## src/rtl/step_dir_pkg.sv

```systemverilog
// Shared definitions for the step/dir receive path: state encoding, widths and
// the direction polarity that must agree with the pulse generator.
package step_dir_pkg;

    localparam int POS_W = 32;
    localparam logic [31:0] PERIOD_SAT = 32'hFFFF_FFFF;

    // dir level that means "count down"; the generator drives the same level
    localparam logic DIR_NEG = 1'b1;

    localparam logic [1:0] MASK_CYCLES = 2'd3;

    typedef enum logic [1:0] {
        IDLE,
        FIRST,
        RUN
    } state_t;

    // True when one more step in the given direction flips the sign bit.
    function automatic logic crosses_sign(input logic [POS_W-1:0] pos, input logic dir);
        if (dir == DIR_NEG) begin
            return pos == {1'b1, {(POS_W-1){1'b0}}};
        end
        return pos == {1'b0, {(POS_W-1){1'b1}}};
    endfunction

endpackage

```

## src/rtl/step_dir_sync.sv

```systemverilog
// Brings the asynchronous step/dir pair into the clk domain and produces a
// one-cycle step edge plus a dir-changed pulse.
module step_dir_sync
    import step_dir_pkg::*;
(
    input  logic clk,
    input  logic reset,
    input  logic step_in,
    input  logic dir_in,
    output logic step_edge,
    output logic dir_s,
    output logic dir_changed
);

    logic       step_s1;
    logic       step_s2;
    logic       step_s3;
    logic       dir_s1;
    logic       dir_s2;
    logic       dir_s3;
    logic [1:0] mask_cnt;

    always_ff @(posedge clk) begin
        if (reset) begin
            step_s1  <= 1'b0;
            step_s2  <= 1'b0;
            step_s3  <= 1'b0;
            dir_s1   <= 1'b0;
            dir_s2   <= 1'b0;
            dir_s3   <= 1'b0;
            mask_cnt <= 2'd0;
        end else begin
            step_s1 <= step_in;
            step_s2 <= step_s1;
            step_s3 <= step_s2;
            dir_s1  <= dir_in;
            dir_s2  <= dir_s1;
            dir_s3  <= dir_s2;
            if (mask_cnt != MASK_CYCLES) begin
                mask_cnt <= mask_cnt + 2'd1;
            end
        end
    end

    // A step line already high when reset lifts would otherwise look like a rising edge.
    assign step_edge   = step_s2 & ~step_s3 & (mask_cnt == MASK_CYCLES);
    assign dir_s       = dir_s2;
    assign dir_changed = dir_s2 ^ dir_s3;

endmodule

```

## src/rtl/step_dir_decoder.sv

```systemverilog
// Receive-side step/dir decoder: signed position accumulator, step period
// measurement, direction-setup checking and motion detection.
module step_dir_decoder
    import step_dir_pkg::*;
#(
    parameter int DIR_SETUP    = 4,
    parameter int IDLE_TIMEOUT = 1_000_000
) (
    input  logic                    clk,
    input  logic                    reset,
    input  logic                    step_in,
    input  logic                    dir_in,
    input  logic                    load,
    input  logic signed [POS_W-1:0] load_value,
    input  logic                    err_clear,
    output logic signed [POS_W-1:0] position,
    output logic [31:0]             step_period,
    output logic                    period_valid,
    output logic                    moving,
    output logic                    dir_err,
    output logic                    wrap
);

    localparam int AGE_W = (DIR_SETUP < 1) ? 1 : $clog2(DIR_SETUP + 1);
    localparam logic [AGE_W-1:0] AGE_MAX = AGE_W'(DIR_SETUP);
    localparam logic [31:0] TIMEOUT = 32'(IDLE_TIMEOUT);

    logic             step_edge;
    logic             dir_s;
    logic             dir_changed;
    logic [AGE_W-1:0] dir_age;
    logic [31:0]      gap;
    state_t           state;
    logic             setup_short;
    logic             wrap_hit;
    logic [POS_W-1:0] step_delta;

    step_dir_sync u_sync (
        .clk         (clk),
        .reset       (reset),
        .step_in     (step_in),
        .dir_in      (dir_in),
        .step_edge   (step_edge),
        .dir_s       (dir_s),
        .dir_changed (dir_changed)
    );

    assign setup_short = (dir_age < AGE_MAX);
    assign step_delta  = (dir_s == DIR_NEG) ? {POS_W{1'b1}} : POS_W'(1);
    // A load in the same cycle replaces the position, so that step cannot wrap it.
    assign wrap_hit    = step_edge & ~load & crosses_sign(position, dir_s);

    always_ff @(posedge clk) begin
        if (reset) begin
            dir_age <= '0;
        end else if (dir_changed) begin
            dir_age <= '0;
        end else if (dir_age != AGE_MAX) begin
            dir_age <= dir_age + AGE_W'(1);
        end
    end

    // Setting a flag wins over clearing it so a violation is never lost.
    always_ff @(posedge clk) begin
        if (reset) begin
            position <= '0;
            dir_err  <= 1'b0;
            wrap     <= 1'b0;
        end else begin
            if (load) begin
                position <= load_value;
            end else if (step_edge) begin
                position <= position + step_delta;
            end

            if (step_edge && setup_short) begin
                dir_err <= 1'b1;
            end else if (err_clear) begin
                dir_err <= 1'b0;
            end

            if (wrap_hit) begin
                wrap <= 1'b1;
            end else if (err_clear) begin
                wrap <= 1'b0;
            end
        end
    end

    always_ff @(posedge clk) begin
        if (reset) begin
            state        <= IDLE;
            gap          <= '0;
            step_period  <= '0;
            period_valid <= 1'b0;
            moving       <= 1'b0;
        end else begin
            case (state)
                IDLE: begin
                    if (step_edge) begin
                        state  <= FIRST;
                        gap    <= 32'd1;
                        moving <= 1'b1;
                    end
                end
                FIRST, RUN: begin
                    if (step_edge) begin
                        state        <= RUN;
                        step_period  <= gap;
                        period_valid <= 1'b1;
                        gap          <= 32'd1;
                    end else if (gap >= TIMEOUT) begin
                        // Last measured period stays readable after the motor stops.
                        state        <= IDLE;
                        moving       <= 1'b0;
                        period_valid <= 1'b0;
                    end else if (gap != PERIOD_SAT) begin
                        gap <= gap + 32'd1;
                    end
                end
                default: begin
                    state <= IDLE;
                end
            endcase
        end
    end

endmodule

```

## config.mk

```make
export PLATFORM = sky130hd
export DESIGN_NAME = step_dir_decoder
export DESIGN_NICKNAME = d
export VERILOG_FILES = /design/src/rtl/step_dir_pkg.sv /design/src/rtl/step_dir_sync.sv /design/src/rtl/step_dir_decoder.sv
export SDC_FILE = /design/constraint.sdc
export NUM_CORES = 1
export LEC_CHECK = 0
export ABC_AREA = 1
export CAP_MARGIN = 5
export CORE_AREA = 3 3 138 140
export DETAILED_ROUTE_END_ITERATION = 6
export DIE_AREA = 0 0 141 143
export GPL_ROUTABILITY_DRIVEN = 0
export GPL_TIMING_DRIVEN = 1
export HOLD_SLACK_MARGIN = 0.02
export MAX_ROUTING_LAYER = met4
export SYNTH_ARGS = -nofsm -noshare
export SYNTH_HDL_FRONTEND = slang
export SYNTH_SLANG_ARGS = --single-unit
```

## constraint.sdc

```tcl
create_clock -name clk -period 5.7 [get_ports clk]
set_input_delay 1.14 -clock clk [delete_from_list [all_inputs] [get_ports clk]]
set_output_delay 1.14 -clock clk [all_outputs]
set_load 0.05 [all_outputs]
```

==> flow_metrics.tcl, run 1 <==
set metrics [dict create \
    clk_latency_ns 0.42 \
    synth_area_leaders "sky130_fd_sc_hd__dfxtp_1 (32%), sky130_fd_sc_hd__nand2_1 (17%), sky130_fd_sc_hd__inv_1 (9.5%)" \
    critical_path.slowest_cell "sky130_fd_sc_hd__clkdlybuf4s50_1" \
    ys.warnings.count 0 \
    drc_errors 0 \
    layoutNonFillerInstCount 1464 \
    power.static_leakage_nw 4.19 \
    placement.io_buffers 105 \
    place.detailed.hpwl_um 14700 \
    floorplan.die_area_mm2 0.0202 \
    timing_max_transition_violations_final 0 \
    die_width_um 141 \
    drt.antenna.violating_nets 0 \
    grt_setup_unrepaired "no" \
    drt_first_iter_violations 501 \
    dr_total_vias 7268 \
    placement.cell_area_mm2 0.00840 \
    worst-slew-pin-transition_ns 1.13 \
    n_fill_cell 1828 \
    cts.hold.buffers_added 0 \
    via_per_inst 4.96 \
    hold_violations 0 \
    power.clock.fraction_pct 49.9 \
    summed_instance_area_of_the_synthesized_netlist_mm2 0.00718 \
    fin_area_mm2 0.00902 \
    min_path_cells 2 \
    cp_arrival_ns 1.87 \
    grt_overflow_total 0 \
    clk_pin_slew_ns 0.06 \
    slowest_delay_ns 0.89 \
    sequentialPowerShare_pct 37.5 \
    cpLargestDelayFamily "buffers and inverters" \
    synthDominantCellAreaShare_pct 31.5 \
    synth.ff_latch_count 113 \
    track_usage_pct 21.1 \
    synthToLayoutAreaGrowth_pct 25.7 \
    ys_seq_area_share_pct 31.5 \
    p_int_mw 1.65 \
    maxCapViolCount 0 \
    top_level_ports 106 \
    first_pass_grt_wire_length_um 33600 \
    final_layout_size_suffix_gt1_share_pct 5.26 \
    synthesis.instances 1126 \
    run_status "finished, final reports clean" \
    power_dissipated_by_switching_net_loads_mw 0.597 \
    finalSetupViolations 0 \
    num-nets-final 1299 \
    fin_hold_ws_ns 0.412 \
    postRouteWirelength_um 20200 \
    worst-path-max-fanout 7 \
    clock_sinks 113 \
    initial_antenna_violation_count 0 \
    final_core_utilization_pct 50.2 \
    achievable-frequency_mhz 333 \
    hold_class "reg2reg" \
    syn-num-nets 1202 \
    chain_of_cells_forming_the_critical_path "clkdlybuf4s50_1" \
    numCtsBuffers 17 \
    post_cts_buffers 0 \
    grt_start_max_net_pins 63 \
    clock_tree_from_tritoncts "yes" \
    synth-async-reset-ratio_pct 0 \
    path_depth 1 \
    layout_worst_path_cycle_share_pct 52.7 \
    worst_r2r_path_depth 13 \
    vias_in_the_first_global_route 6699 \
    clockBufferDepth 2 \
    fin_total_pwr_mw 2.24 \
    drt-wirelength-per-cell_um 13.8 \
    post_synthesis_cell_type_with_the_largest_combined_area "sky130_fd_sc_hd__dfxtp_1" \
    yosys_most_used_dff "sky130_fd_sc_hd__dfxtp_1" \
    p_per_area_mw_per_mm2 249 \
    power.switching_fraction_pct 26.6 \
    setup_slack_ns 2.69 \
    cts_root_buffer "sky130_fd_sc_hd__clkbuf_16" \
    starting_density_of_the_core_pct 40.0 \
    die-height_um 143 \
    synthDistinctLibCells 37 \
    start_kind "register" \
    place_worst_setup_slack_ns 2.85 \
    insertedDiodeCount 0 \
    fin_crit_ns 3.01 \
    timing_worst_setup_path_type "reg2out" \
    cp-end-kind "output pin" \
    core_area_mm2 0.0180 \
    placed_cells 1433 \
    worst_slew_margin_rel_pct 24.8 \
    synth_enable_flop_cells 0 \
    post_cts.resized_instances 0 \
    detailedRoute.firstPassIterationCount 5 \
    cp_buf_inv_count 1 \
    logic_gate_share_of_total_power_pct 12.6 \
    ir_worst_vdd_mv 0.198 \
    synthesis.area_per_instance_um2 6.37 \
    worst_clock_skew_on_the_final_layout_ns 0.0102 \
    std_cell_rows 49 \
    fin_tns_setup_ns 0 \
    timing.critical_path.required_ns 4.56 \
    htreeDepth 4 \
]
[path summary, 6_finish.rpt]
kind	from	endpoint	slack, ns
worst max-delay path	position[0]$_SDFFE_PP0P_	position[0]	2.69
worst min-delay path	u_sync.dir_s1$_SDFF_PP0_	u_sync.dir_s$_SDFF_PP0_	0.41
worst min register to register	u_sync.dir_s1$_SDFF_PP0_	u_sync.dir_s$_SDFF_PP0_	0.41
worst max register to register	u_sync.dir_s$_SDFF_PP0_	position[23]$_SDFFE_PP0P_	2.81
[cells by family (layout without fill, tap and decap cells)]
logic type	count (synthesis)	count (layout)	share of synthesized area, %
AND/OR/NAND/NOR	554	554	32.9
buffers and inverters	220	329	12.1
AO/OA/AOI/OAI	180	180	14.1
XOR/XNOR	21	21	2.56
flip-flops	113	113	31.5
adder cells (fa/ha/maj)	38	38	6.73
[power groups by stage]
| stage | Clock [mW] | Sequential, mW | Combinational [mW] |
|---|---|---|---|
| finish | 1.12 | 0.841 | 0.283 |
| CTS | 1.14 | 0.841 | 0.284 |
| floorplan | 0 | 0.896 | 0.150 |
| detailed placement | 0 | 0.857 | 0.282 |
| global route | 1.18 | 0.844 | 0.314 |
| global placement | 0 | 0.857 | 0.280 |
[cell type report]
cell class	instances	area (um^2)	share of cell area [%]
multi-input combinational	793	4050	44.9
clock inverter	11	153	1.69
clock buffer	20	467	5.17
timing repair buffer	112	1100	12.2
inverter	186	701	7.77
tap	229	287	3.18
sequential	113	2260	25.1
[placed cells by master, fill, tap and decap left out, drive strengths merged, types with 2 or more instances in the layout]
cell           netlist  final
a21o                 2      2
a21oi               90     90
a22o                20     20
a31oi               12     12
buf                 15      8
bufinv               0      3
clkbuf              19     20
clkdlybuf4s50        0    104
clkinv               0      4
clkinvlp             0      3
dfxtp              113    113
ha                  37     37
inv                186    187
nand2              322    322
nand3               74     74
nand3b               6      6
nand4               12     12
nor2               113    113
nor3                24     24
o21ai               50     50
o21bai               3      3
xnor2                3      3
xor2                18     18
[metal layers]
metal | global-route usage, % | up-vias | share of wire, % | wire length, um
met3 | 4.22 | 18 | 5.6 | 1140
li1 | - | 3783 | - | -
met1 | 30.2 | 3280 | 52 | 10400
met5 | - | - | 0 | 0
met4 | 4.18 | 0 | 0.99 | 200
met2 | 31.0 | 187 | 42 | 8480
[sequential cells by signal, indices dropped and copies added, names as in the netlist]
name,count
u_sync.step_s1,1
dir_age,3
position,32
u_sync.dir_s3,1
wrap,1
u_sync.dir_s1,1
u_sync.mask_cnt,2
gap,32
step_period,32
u_sync.dir_s,1
u_sync.step_s2,1
period_valid,1
dir_err,1
state,2
moving,1
u_sync.step_s3,1
[Yosys cell counts (2+ instances only)]
library cell / instances
sky130_fd_sc_hd__nor3_1: 11
sky130_fd_sc_hd__xnor2_1: 3
sky130_fd_sc_hd__nand2_4: 2
sky130_fd_sc_hd__nor3_2: 12
sky130_fd_sc_hd__inv_2: 4
sky130_fd_sc_hd__nand2_2: 2
sky130_fd_sc_hd__buf_6: 4
sky130_fd_sc_hd__a22o_1: 20
sky130_fd_sc_hd__o21bai_1: 3
sky130_fd_sc_hd__nand3b_1: 6
sky130_fd_sc_hd__a31oi_1: 12
sky130_fd_sc_hd__buf_1: 2
sky130_fd_sc_hd__clkbuf_1: 19
sky130_fd_sc_hd__nand4_1: 12
sky130_fd_sc_hd__a21o_1: 2
sky130_fd_sc_hd__ha_1: 37
sky130_fd_sc_hd__buf_2: 8
sky130_fd_sc_hd__a21oi_1: 90
sky130_fd_sc_hd__dfxtp_1: 113
sky130_fd_sc_hd__nor2_1: 111
sky130_fd_sc_hd__o21ai_0: 50
sky130_fd_sc_hd__xor2_1: 18
sky130_fd_sc_hd__inv_1: 181
sky130_fd_sc_hd__nand2_1: 318
sky130_fd_sc_hd__nand3_1: 74
No activity file was read; power rests on OpenSTA's default activity.
==> inputs of run 2 (changes only) <==
clock period = 3.1 ns   (was 5.7 ns; I/O delays follow)
==> run 2 against run 1 <==
Cell count is 0.27% higher. Clock skew is 0.00092 ns lower. Largest cell class unchanged. Critical endpoint unchanged. Wire length is 1.5% lower. Count of clock-buffer cells in the layout stayed put. Via count is 0.96% lower. Core utilization is 0.063 points higher.
==> flow_metrics.tcl, run 2 (synthesized netlist as in run 1, its figures left out) <==
set metrics [dict create \
    drt_first_iter_violations 464 \
    place_worst_setup_slack_ns 0.791 \
    cts_root_buffer "sky130_fd_sc_hd__clkbuf_16" \
    slowest_delay_ns 0.89 \
    p_int_mw 3.01 \
    fin_area_mm2 0.00903 \
    fin_crit_ns 2.48 \
    run_status "finished, final reports clean" \
    worst_clock_skew_on_the_final_layout_ns 0.00929 \
    ir_worst_vdd_mv 0.388 \
    cpLargestDelayFamily "buffers and inverters" \
    maxCapViolCount 0 \
    timing_worst_setup_path_type "reg2out" \
    most-common-layout-cells "sky130_fd_sc_hd__nand2_1 (318), sky130_fd_sc_hd__inv_1 (181), sky130_fd_sc_hd__dfxtp_1 (113), sky130_fd_sc_hd__nor2_1 (109), sky130_fd_sc_hd__clkdlybuf4s50_1 (104)" \
    worst-slew-pin-transition_ns 0.668 \
    grt_setup_unrepaired "no" \
    final_layout_size_suffix_gt1_share_pct 5.41 \
    capture_endpoint_of_the_worst_hold_path "u_sync.dir_s$_SDFF_PP0_" \
    min_path_cells 2 \
    logic_gate_share_of_total_power_pct 12.8 \
    critical_path.reg2reg.endpoint "position[24]$_SDFFE_PP0P_" \
    hold_class "reg2reg" \
    drt.antenna.violating_nets 0 \
    placement.cell_area_mm2 0.00842 \
    power.static_leakage_nw 4.20 \
    fin_hold_ws_ns 0.403 \
    fin_total_pwr_mw 4.09 \
    cp_buf_inv_count 1 \
    place.detailed.hpwl_um 14900 \
    layoutNonFillerInstCount 1468 \
    worst_r2r_path_depth 11 \
    dr_total_vias 7198 \
    cp-end-kind "output pin" \
    postRouteWirelength_um 19900 \
    placement.io_buffers 105 \
    post_cts_buffers 0 \
    critical_path.slowest_cell "sky130_fd_sc_hd__clkdlybuf4s50_1" \
    min_from "u_sync.dir_s1$_SDFF_PP0_" \
    biggest_registers_after_layout "gap x32, position x32, step_period x32" \
    timing_max_transition_violations_final 0 \
    grt_overflow_total 0 \
    timing.critical_path.required_ns 2.48 \
    n_fill_cell 1844 \
    cts.hold.buffers_added 0 \
    clk_latency_ns 0.41 \
    first_pass_grt_wire_length_um 32800 \
    num-nets-final 1301 \
    drc_errors 0 \
    top_level_ports 106 \
    start_kind "register" \
    finalSetupViolations 0 \
    clk_pin_slew_ns 0.06 \
    grt_start_max_net_pins 62 \
    die-height_um 143 \
    clockBufferDepth 2 \
    layout_worst_path_cycle_share_pct 80.0 \
    setup_slack_ns 0.620 \
    vias_in_the_first_global_route 6522 \
    hold_violations 0 \
    layout.cells.most_common "sky130_fd_sc_hd__nand2_1" \
    initial_antenna_violation_count 1 \
    die_width_um 141 \
    chain_of_cells_forming_the_critical_path "clkdlybuf4s50_1" \
    core_area_mm2 0.0180 \
    power.clock.fraction_pct 49.5 \
    clock_sinks 113 \
    placed_cells 1435 \
    detailedRoute.firstPassIterationCount 7 \
    sequentialPowerShare_pct 37.7 \
    clock_tree_from_tritoncts "yes" \
    htreeDepth 4 \
    achievable-frequency_mhz 403 \
    p_per_area_mw_per_mm2 453 \
    flop_to_flop_setup_slack_ns 0.77 \
    r2r_start "u_sync.dir_s$_SDFF_PP0_" \
    floorplan.die_area_mm2 0.0202 \
    numCtsBuffers 17 \
    drt-wirelength-per-cell_um 13.6 \
    cp_arrival_ns 1.86 \
    post_cts.resized_instances 0 \
    power.switching_fraction_pct 26.5 \
    synthToLayoutAreaGrowth_pct 25.8 \
    starting_density_of_the_core_pct 40.0 \
    final_core_utilization_pct 50.3 \
    track_usage_pct 20.6 \
    std_cell_rows 49 \
    worst-path-max-fanout 7 \
    power_dissipated_by_switching_net_loads_mw 1.08 \
    via_per_inst 4.90 \
    worst_slew_margin_rel_pct 55.5 \
    fin_tns_setup_ns 0 \
]
[run 2: cell count changes in the layout (fill, tap and decap cells not counted)]
cell / change
sky130_fd_sc_hd__buf_4: +2
sky130_fd_sc_hd__clkbuf_1: +1
sky130_fd_sc_hd__clkbuf_8: -1
sky130_fd_sc_hd__clkinv_1: -1
sky130_fd_sc_hd__clkinv_2: +1
sky130_fd_sc_hd__clkinv_4: -1
sky130_fd_sc_hd__clkinvlp_4: +1
sky130_fd_sc_hd__diode_2: +1
sky130_fd_sc_hd__inv_1: +1
[run 2: area by class of cell]
cell class / instances / area (um^2) / share of cell area (%)
multi-input combinational: 793 / 4050 / 44.9
sequential: 113 / 2260 / 25.0
timing repair buffer: 114 / 1110 / 12.3
inverter: 186 / 701 / 7.76
clock buffer: 20 / 457 / 5.06
tap: 229 / 287 / 3.17
clock inverter: 12 / 156 / 1.73
antenna: 1 / 2.50 / 0.0277
[run 2: layer usage]
layer	vias up	part of all wire [%]	GRT usage, %
met3	22	5.2	4.05
met1	3204	52	29.4
li1	3791	-	-
met5	-	0	-
met2	181	42	30.0
met4	0	1.2	4.90
[run 2: how the worst max path moves through the flow]
stage                        startpoint                   endpoint  cells after the start
4_1_cts        position[0]$_SDFFE_PP0P_                position[0]                      1
6_report       position[0]$_SDFFE_PP0P_                position[0]                      1
3_5_place_dp    u_sync.dir_s$_SDFF_PP0_  position[24]$_SDFFE_PP0P_                     11
5_1_grt         u_sync.dir_s$_SDFF_PP0_  position[24]$_SDFFE_PP0P_                     11
3_3_place_gp    u_sync.dir_s$_SDFF_PP0_  position[24]$_SDFFE_PP0P_                     11
2_1_floorplan   u_sync.dir_s$_SDFF_PP0_  position[13]$_SDFFE_PP0P_                     10
[run 2: power groups by stage]
stage          registers [mW]  logic (mW)  clock network [mW]
2_1_floorplan            1.65       0.276                   0
3_3_place_gp             1.57       0.522                   0
3_5_place_dp             1.57       0.525                   0
4_1_cts                  1.54       0.527                2.05
5_1_grt                  1.55       0.582                2.13
6_report                 1.54       0.526                2.02
==> inputs of run 3 (changes only) <==
clock period = 2.2 ns   (was 3.1 ns; I/O delays follow)
==> run 3 against run 2 <==
Cell area up 2.5%. Core utilization grew 1.3 points. Clock skew is 0.0019 ns higher. Die area unchanged. Non-clock buffer count is 16 higher. Total power increased by 45%. Sequential power up 41%. Combinational power rose by 48%. Global-route usage is 0.71 points higher. Count of clock-buffer cells in the layout is the same. Critical path type unchanged. Largest cell class unchanged. Highest routed layer unchanged.
==> flow_metrics.tcl, run 3 (synthesized netlist as in run 1, its figures left out) <==
set metrics [dict create \
    cts.hold.buffers_added 0 \
    fin_hold_ws_ns 0.333 \
    via_per_inst 4.94 \
    clk_pin_slew_ns 0.06 \
    cp-startpoint "position[1]$_SDFFE_PP0P_" \
    synthToLayoutAreaGrowth_pct 29.0 \
    final_layout_size_suffix_gt1_share_pct 7.74 \
    drt-wirelength-per-cell_um 13.9 \
    postRouteWirelength_um 20700 \
    worst-slew-pin-transition_ns 0.564 \
    starting_density_of_the_core_pct 40.0 \
    finalSetupViolations 0 \
    dr_total_vias 7319 \
    place_worst_setup_slack_ns 0.125 \
    power.static_leakage_nw 4.34 \
    hold_violations 0 \
    clockBufferDepth 2 \
    grt_setup_unrepaired "yes" \
    drt_first_iter_violations 487 \
    p_per_area_mw_per_mm2 642 \
    track_usage_pct 21.3 \
    setup_slack_ns 0.0650 \
    start_kind "register" \
    post_cts_buffers 0 \
    std_cell_rows 49 \
    grt_start_max_net_pins 55 \
    core_area_mm2 0.0180 \
    grt_overflow_total 0 \
    clock_tree_from_tritoncts "yes" \
    cp-end-kind "output pin" \
    drc_errors 0 \
    timing_worst_setup_path_type "reg2out" \
    final-seq-area_mm2 0.00226 \
    clock_sinks 113 \
    worst-path-max-fanout 4 \
    numCtsBuffers 17 \
    critical_path.slowest_cell "sky130_fd_sc_hd__clkdlybuf4s50_1" \
    drt.antenna.violating_nets 0 \
    cpLargestDelayFamily "buffers and inverters" \
    min_from "reset" \
    layoutNonFillerInstCount 1482 \
    chain_of_cells_forming_the_critical_path "clkdlybuf4s50_1" \
    layout_worst_path_cycle_share_pct 97.0 \
    r2r_start "u_sync.dir_s$_SDFF_PP0_" \
    run_status "finished, final reports clean" \
    place.detailed.hpwl_um 15600 \
    timing.critical_path.required_ns 1.76 \
    worst_clock_skew_on_the_final_layout_ns 0.0112 \
    die_width_um 141 \
    maxCapViolCount 0 \
    first_pass_grt_wire_length_um 33800 \
    detailedRoute.firstPassIterationCount 5 \
    cts_root_buffer "sky130_fd_sc_hd__clkbuf_16" \
    placed_cells 1451 \
    n_fill_cell 1831 \
    cp_buf_inv_count 1 \
    htreeDepth 4 \
    die-height_um 143 \
    cp_arrival_ns 1.69 \
    clk_latency_ns 0.42 \
    most-common-layout-cells "sky130_fd_sc_hd__nand2_1 (313), sky130_fd_sc_hd__inv_1 (181), sky130_fd_sc_hd__dfxtp_1 (112), sky130_fd_sc_hd__nor2_1 (103), sky130_fd_sc_hd__clkdlybuf4s50_1 (103)" \
    placement.io_buffers 105 \
    floorplan.die_area_mm2 0.0202 \
    insertedDiodeCount 0 \
    worst_slew_margin_rel_pct 62.3 \
    achievable-frequency_mhz 468 \
    ir_worst_vdd_mv 0.537 \
    fin_crit_ns 2.13 \
    initial_antenna_violation_count 0 \
    footprint_of_the_multi_input_gates_mm2 0.00410 \
    slowest_delay_ns 0.85 \
    hold_class "in2reg" \
    top_level_ports 106 \
    vias_in_the_first_global_route 6710 \
    num-nets-final 1317 \
    timing_max_transition_violations_final 0 \
    fin_tns_setup_ns 0 \
    layout.cells.most_common "sky130_fd_sc_hd__nand2_1" \
    biggest_registers_after_layout "gap x32, position x32, step_period x32" \
]
==> run 3: worst paths after layout <==
path              slack, ns  cells past startpoint                        end
hold / removal         0.33                      2  position[29]$_SDFFE_PP0P_
setup / recovery       0.07                      1                position[1]
hold reg to reg        0.40                      2  u_sync.step_s2$_SDFF_PP0_
setup reg to reg       0.09                     12  position[27]$_SDFFE_PP0P_
==> run 3: final cells by class <==
type                       instances  share of cell area (%)
sequential                       113                    24.4
clock buffer                      20                    4.82
multi-input combinational        793                    44.2
inverter                         186                    7.57
clock inverter                    11                    2.01
timing repair buffer             130                    13.8
tap                              229                    3.09
==> run 3: timing repair <==
| item | CTS | global route |
|---|---|---|
| hold endpoints to repair | 0 | 0 |
| resized for setup | 0 | 14 |
| setup endpoints to repair | 0 | 14 |
==> run 3: layer usage <==
| layer | up-vias | routed length [um] | GRT usage [%] |
|---|---|---|---|
| li1 | 3822 | - | - |
| met4 | 0 | 306 | 6.02 |
| met5 | - | 0 | - |
| met3 | 26 | 963 | 3.85 |
| met2 | 181 | 8700 | 31.0 |
| met1 | 3290 | 10700 | 30.3 |
==> run 3: report_power, final <==
group / switching, mW / internal [mW] / total (mW)
Combinational: 0.471 / 0.305 / 0.776
Sequential: 0.0600 / 2.11 / 2.17
Clock: 0.977 / 2.02 / 3.00
==> run 3: stage by stage <==
stage | area (um^2) | util [%] | power, mW
global placement | 8590 | 47.8 | 2.98
CTS | 9220 | 51.3 | 6.00
finish | 9260 | 51.6 | 5.95
detailed placement | 8590 | 47.8 | 2.98
global route | 9260 | 51.6 | 6.18
floorplan | 7180 | - | 2.71
==> variant 1: new RTL, settings of run 3 <==
Make the reset (`reset`) asynchronous in 4 clocked blocks.
--- a/src/rtl/step_dir_sync.sv
+++ b/src/rtl/step_dir_sync.sv
@@ -20,7 +20,7 @@
     logic       dir_s3;
     logic [1:0] mask_cnt;
 
-    always_ff @(posedge clk) begin
+    always_ff @(posedge clk or posedge reset) begin
         if (reset) begin
             step_s1  <= 1'b0;
             step_s2  <= 1'b0;
--- a/src/rtl/step_dir_decoder.sv
+++ b/src/rtl/step_dir_decoder.sv
@@ -50,7 +50,7 @@
     // A load in the same cycle replaces the position, so that step cannot wrap it.
     assign wrap_hit    = step_edge & ~load & crosses_sign(position, dir_s);
 
-    always_ff @(posedge clk) begin
+    always_ff @(posedge clk or posedge reset) begin
         if (reset) begin
             dir_age <= '0;
         end else if (dir_changed) begin
@@ -61,7 +61,7 @@
     end
 
     // Setting a flag wins over clearing it so a violation is never lost.
-    always_ff @(posedge clk) begin
+    always_ff @(posedge clk or posedge reset) begin
         if (reset) begin
             position <= '0;
             dir_err  <= 1'b0;
@@ -87,7 +87,7 @@
         end
     end
 
-    always_ff @(posedge clk) begin
+    always_ff @(posedge clk or posedge reset) begin
         if (reset) begin
             state        <= IDLE;
             gap          <= '0;
Function: differs if reset is asserted again (counterexample within 4 cycles, from zero or initial values and one cycle with reset high); with reset held inactive, the same outputs for 10 cycles.
==> variant 1 against run 3 <==
  * Via count decreased by 5.5%
  * Routed wire length decreased by 4.6%
  * Sequential share of layout area rose by 5.1 points
  * Core utilization is 1.8 points higher
  * Hold slack gained 0.026 ns
  * Sequential cell count stayed put
  * Setup slack worse by 0.0035 ns
  * Die area did not move
  * Global-route usage shrank 0.49 points
  * Synthesized area grew 2.8%
  * Final area increased by 3.5%
  * First-iteration DRC count is 28% lower
  * Critical endpoint is now position[8]
  * Highest routed layer unchanged
Power is not compared: it rests on default switching activity, and its combinational part moved more than twofold at a synthesized area within 25%.
==> variant 1: results (changes against run 3) <==
| Quantity | This run | vs run 3 |
|:---|:---|:---|
| Number of cells on the worst hold path | 0 | -2 |
| H-tree Lvls | 4 | unchanged |
| Worst setup path startpoint | position[8]$_DFFE_PP0P_ |  |
| Static leakage | 0.00482 uW |  |
| Met3 demand-to-capacity share in global routing | 4.32% | +0.47 points |
| Drt initial violations | 349 | -28% |
| Run status | finished clean |  |
| Met3 routed wirelength | 768 um | -20% |
| Final Hold Slack | 0.359 ns | +0.0256 ns |
| Clock tree skew after final layout | 0.00643 ns | -0.00476 ns |
| Worst Reg2Reg Path Length in Cells | 11 | -1 |
| Routed met2 length | 9.60 mm | +10% |
| Launch instance of the worst register-to-register path | u_sync.dir_s$_DFF_PP0_ |  |
| Largest registers ranked by flip-flop count | gap x32, position x32, step_period x32 |  |
| Distinct cell type count after synthesis | 39 | +5.4% |
| End of the worst hold path | u_sync.step_s2$_DFF_PP0_ |  |
| Post-CTS Setup Repair Bufs | 0 | unchanged |
| Instance area at placement | 8800 um2 | +2.5% |
| Routed wire length | 19.7 mm | -4.6% |
| Wl on met1 | 9.00 mm | -16% |
| Via count | 6,917 | -5.5% |
| Global router's overall resource usage | 20.8% | -0.49 points |
| Vias in the first global route | 6,741 | +0.46% |
| Timing endpoint of the critical path | position[8] |  |
| Reg2Reg Capture Point | position[24]$_DFFE_PP0P_ |  |
| Worst slew margin relative to its limit | 63.0% | +0.73 points |
| First-pass iteration count of the detailed router | 4 | -1 |
| Maximum number of pins on one net before global-route repair | 64 | +16% |
| Final non-filler cell total | 1,434 | -3.2% |
| Worst hold-check path type | reg -> reg |  |
| Share of the yosys chip area belonging to registers | 38.3% | +6.8 points |
| Net total in the final layout | 1,267 | -3.8% |
| Most frequent cells after synthesis | 383 x sky130_fd_sc_hd__nand2_1, 180 x sky130_fd_sc_hd__inv_1, 113 x sky130_fd_sc_hd__dfrtp_1, 80 x sky130_fd_sc_hd__nor2_1, 65 x sky130_fd_sc_hd__nand3_1 |  |
| Fraction of final layout cells sized beyond drive strength 1 | 10.0% | +2.3 points |
| DP Wirelength | 14.8 mm | -5.2% |
| Number of filler cells placed in the layout | 1,766 | -3.5% |
| Syn Inst Count | 1,070 | -5.0% |
| Met1 capacity usage during global routing | 25.4% | -4.9 points |
| Insertion delay of the later-clocked pin in the worst-skew pair | 0.42 ns | about the same |
| Dominant cells by area after synthesis | sky130_fd_sc_hd__dfrtp_1 38%, sky130_fd_sc_hd__nand2_1 19%, sky130_fd_sc_hd__inv_1 9.2%, sky130_fd_sc_hd__ha_1 6.3%, sky130_fd_sc_hd__nand3_1 4.4% |  |
| Critical path peak fanout | 3 | -1 |
| Start point of the worst hold path | u_sync.step_s1$_DFF_PP0_ |  |
| Relative contribution of sequential cells to total power | 29.7% |  |
| Met2 layer usage reported by global route | 35.2% | +4.1 points |
| First-pass GRT wire length | 32.9 mm | -2.8% |
| Antenna violations before repair | 1 | +1 |
| Top-area cell type share of the netlist area | 38.3% | +6.8 points |
| Dominant synthesized flop cell | sky130_fd_sc_hd__dfrtp_1 |  |
| Ys async rst share | 100% | +100 points |
-- variant 1: cell type report --
type	count	share of cell area, %
Antenna cell	1	0.0261
Timing Repair Buffer	124	13.1
Clock buffer	17	4.44
Tap cell	229	2.99
Inverter	184	7.24
Clock inverter	15	1.70
Multi-Input combinational cell	751	41.0
Sequential cell	113	29.5
-- variant 1: cells by family after synthesis --
family,Yosys count,share of synthesized area [%]
and+or+nand+nor,565,31.3
buffers and inverters,206,11.1
AOI/OAI and AO/OA,132,10.8
DFF,113,38.3
adders and majority gates,38,6.55
xor gates and xnor gates,15,1.78
muxes,1,0.153
-- variant 1: per-stage QoR --
stage                     worst slack [ns]  total power, uW
after global placement             -0.0564             5250
after global routing               -0.0279             8650
after floorplan                      0.158             4500
after CTS                          0.00636             8090
final                               0.0615             8120
after detailed placement           -0.0747             5260
-- variant 1: what timing repair did --
action	4_1_cts	5_1_grt
hold endpoints to repair	0	0
resized for setup	2	42
pin swaps	0	4
cloned	0	0
hold buffers	0	0
endpoints found under the setup margin	2	34
==> variant 2: new RTL, settings of run 3 <==
Made on the original files. Set the parameter `DIR_SETUP` to 8 (it was 4).
--- a/src/rtl/step_dir_decoder.sv
+++ b/src/rtl/step_dir_decoder.sv
@@ -3,7 +3,7 @@
 module step_dir_decoder
     import step_dir_pkg::*;
 #(
-    parameter int DIR_SETUP    = 4,
+    parameter int DIR_SETUP    = 8,
     parameter int IDLE_TIMEOUT = 1_000_000
 ) (
     input  logic                    clk,
Behaviour: not the same (Yosys sat finds a counterexample within 10 cycles, from zero or initial values and one cycle with reset high).
==> variant 2 against run 3 <==
  * Synthesized area is 0.59% higher
  * Setup slack worse by 0.010 ns
  * Routed wire length is 1.4% lower
  * Sequential cell count is 1 higher
  * Via count is 0.26% lower
  * Final area hardly changed
  * Hold slack better by 0.067 ns
  * Sequential share of layout area is 0.21 points higher
  * Clock power is 2% lower
  * Clock skew hardly changed
  * Total power is 1.4% lower
  * Non-clock buffer count stayed put
  * Critical path depth stayed put
  * Critical path type unchanged
==> variant 2: results (changes against run 3) <==
| Quantity | This run | vs run 3 |
|:---|:---|:---|
| Syn nets | 1,208 | +0.50% |
| Number of instances in the placed design | 1,457 | +0.41% |
| Distinct cell type count after synthesis | 38 | +2.7% |
| Number of filler cells placed in the layout | 1,848 | +0.93% |
| Clock tree skew after final layout | 0.0108 ns | -0.000381 ns |
| Routed wire length | 20.4 mm | -1.4% |
| Global router's overall resource usage | 21.1% | -0.26 points |
| Met2 layer usage reported by global route | 35.0% | +4.0 points |
| Worst hold-check path type | reg -> reg |  |
| Drt initial violations | 451 | -7.4% |
| Syn Inst Count | 1,132 | +0.53% |
| Critical Path AT | 1.71 ns | +0.02 ns |
| Peak per-stage delay on the critical path | 0.87 ns | +0.02 ns |
| Dominant cells by area after synthesis | sky130_fd_sc_hd__dfxtp_1 32%, sky130_fd_sc_hd__nand2_1 17%, sky130_fd_sc_hd__inv_1 9.6%, sky130_fd_sc_hd__ha_1 6.4%, sky130_fd_sc_hd__a21oi_1 6.2% |  |
| Met3 demand-to-capacity share in global routing | 3.58% | -0.27 points |
| VDD IR-drop max | 0.522 mV | -2.8% |
| Run status | finished clean |  |
| Top-area cell type share of the netlist area | 31.6% | +0.092 points |
| Drt via density | 4.91 | -0.59% |
| Via count | 7,300 | -0.26% |
| Tightest Pin Transition | 0.546 ns | -0.0185 ns |
| First-pass GRT wire length | 33.5 mm | -0.87% |
| Met1 capacity usage during global routing | 26.9% | -3.4 points |
| Share of the yosys chip area belonging to registers | 31.6% | +0.092 points |
| DP Wirelength | 15.4 mm | -1.0% |
[variant 2: worst paths after layout]
check,from,to,slack (ns),cells after the start
setup / recovery,position[1]$_SDFFE_PP0P_,position[1],0.05,1
hold / removal,u_sync.step_s1$_SDFF_PP0_,u_sync.step_s2$_SDFF_PP0_,0.40,2
setup reg to reg,u_sync.dir_s$_SDFF_PP0_,position[25]$_SDFFE_PP0P_,0.14,11
hold reg to reg,u_sync.step_s1$_SDFF_PP0_,u_sync.step_s2$_SDFF_PP0_,0.40,2
[variant 2: power breakdown]
group / leakage (uW) / switching [uW] / internal [uW]
Sequential: 0.000927 / 58.1 / 2130
Clock: 0.000304 / 998 / 1930
Combinational: 0.00305 / 457 / 294
[variant 2: per-stage QoR]
step | area (um2) | power (uW)
final | 9260 | 5870
after global routing | 9260 | 6100
after CTS | 9220 | 5920
after detailed placement | 8610 | 2970
after global placement | 8610 | 2970
after floorplan | 7220 | 2710
[variant 2: cells by family after synthesis]
| group | synth area share, % |
|---|---|
| buf+inv | 12.3 |
| compound gates | 14.2 |
| fa+ha+maj | 6.69 |
| simple gates | 32.7 |
| flops | 31.6 |
| xor+xnor | 2.55 |
[variant 2: layer usage]
layer  part of all wire, %  routed length (um)
met5                     0                   0
met4                   1.1                 227
met3                   3.0                 612
met2                    48                9810
met1                    48                9730
[variant 2: layout make-up]
| cell class | instances | area [um2] | share of cell area, % |
|---|---|---|---|
| clock buffers | 19 | 453 | 4.89 |
| clock inverters | 11 | 161 | 1.74 |
| inverters | 188 | 708 | 7.64 |
| multi-input cells | 796 | 4100 | 44.2 |
| flip-flops and latches | 114 | 2280 | 24.6 |
| well taps | 229 | 287 | 3.09 |
| repair buffers | 130 | 1280 | 13.8 |
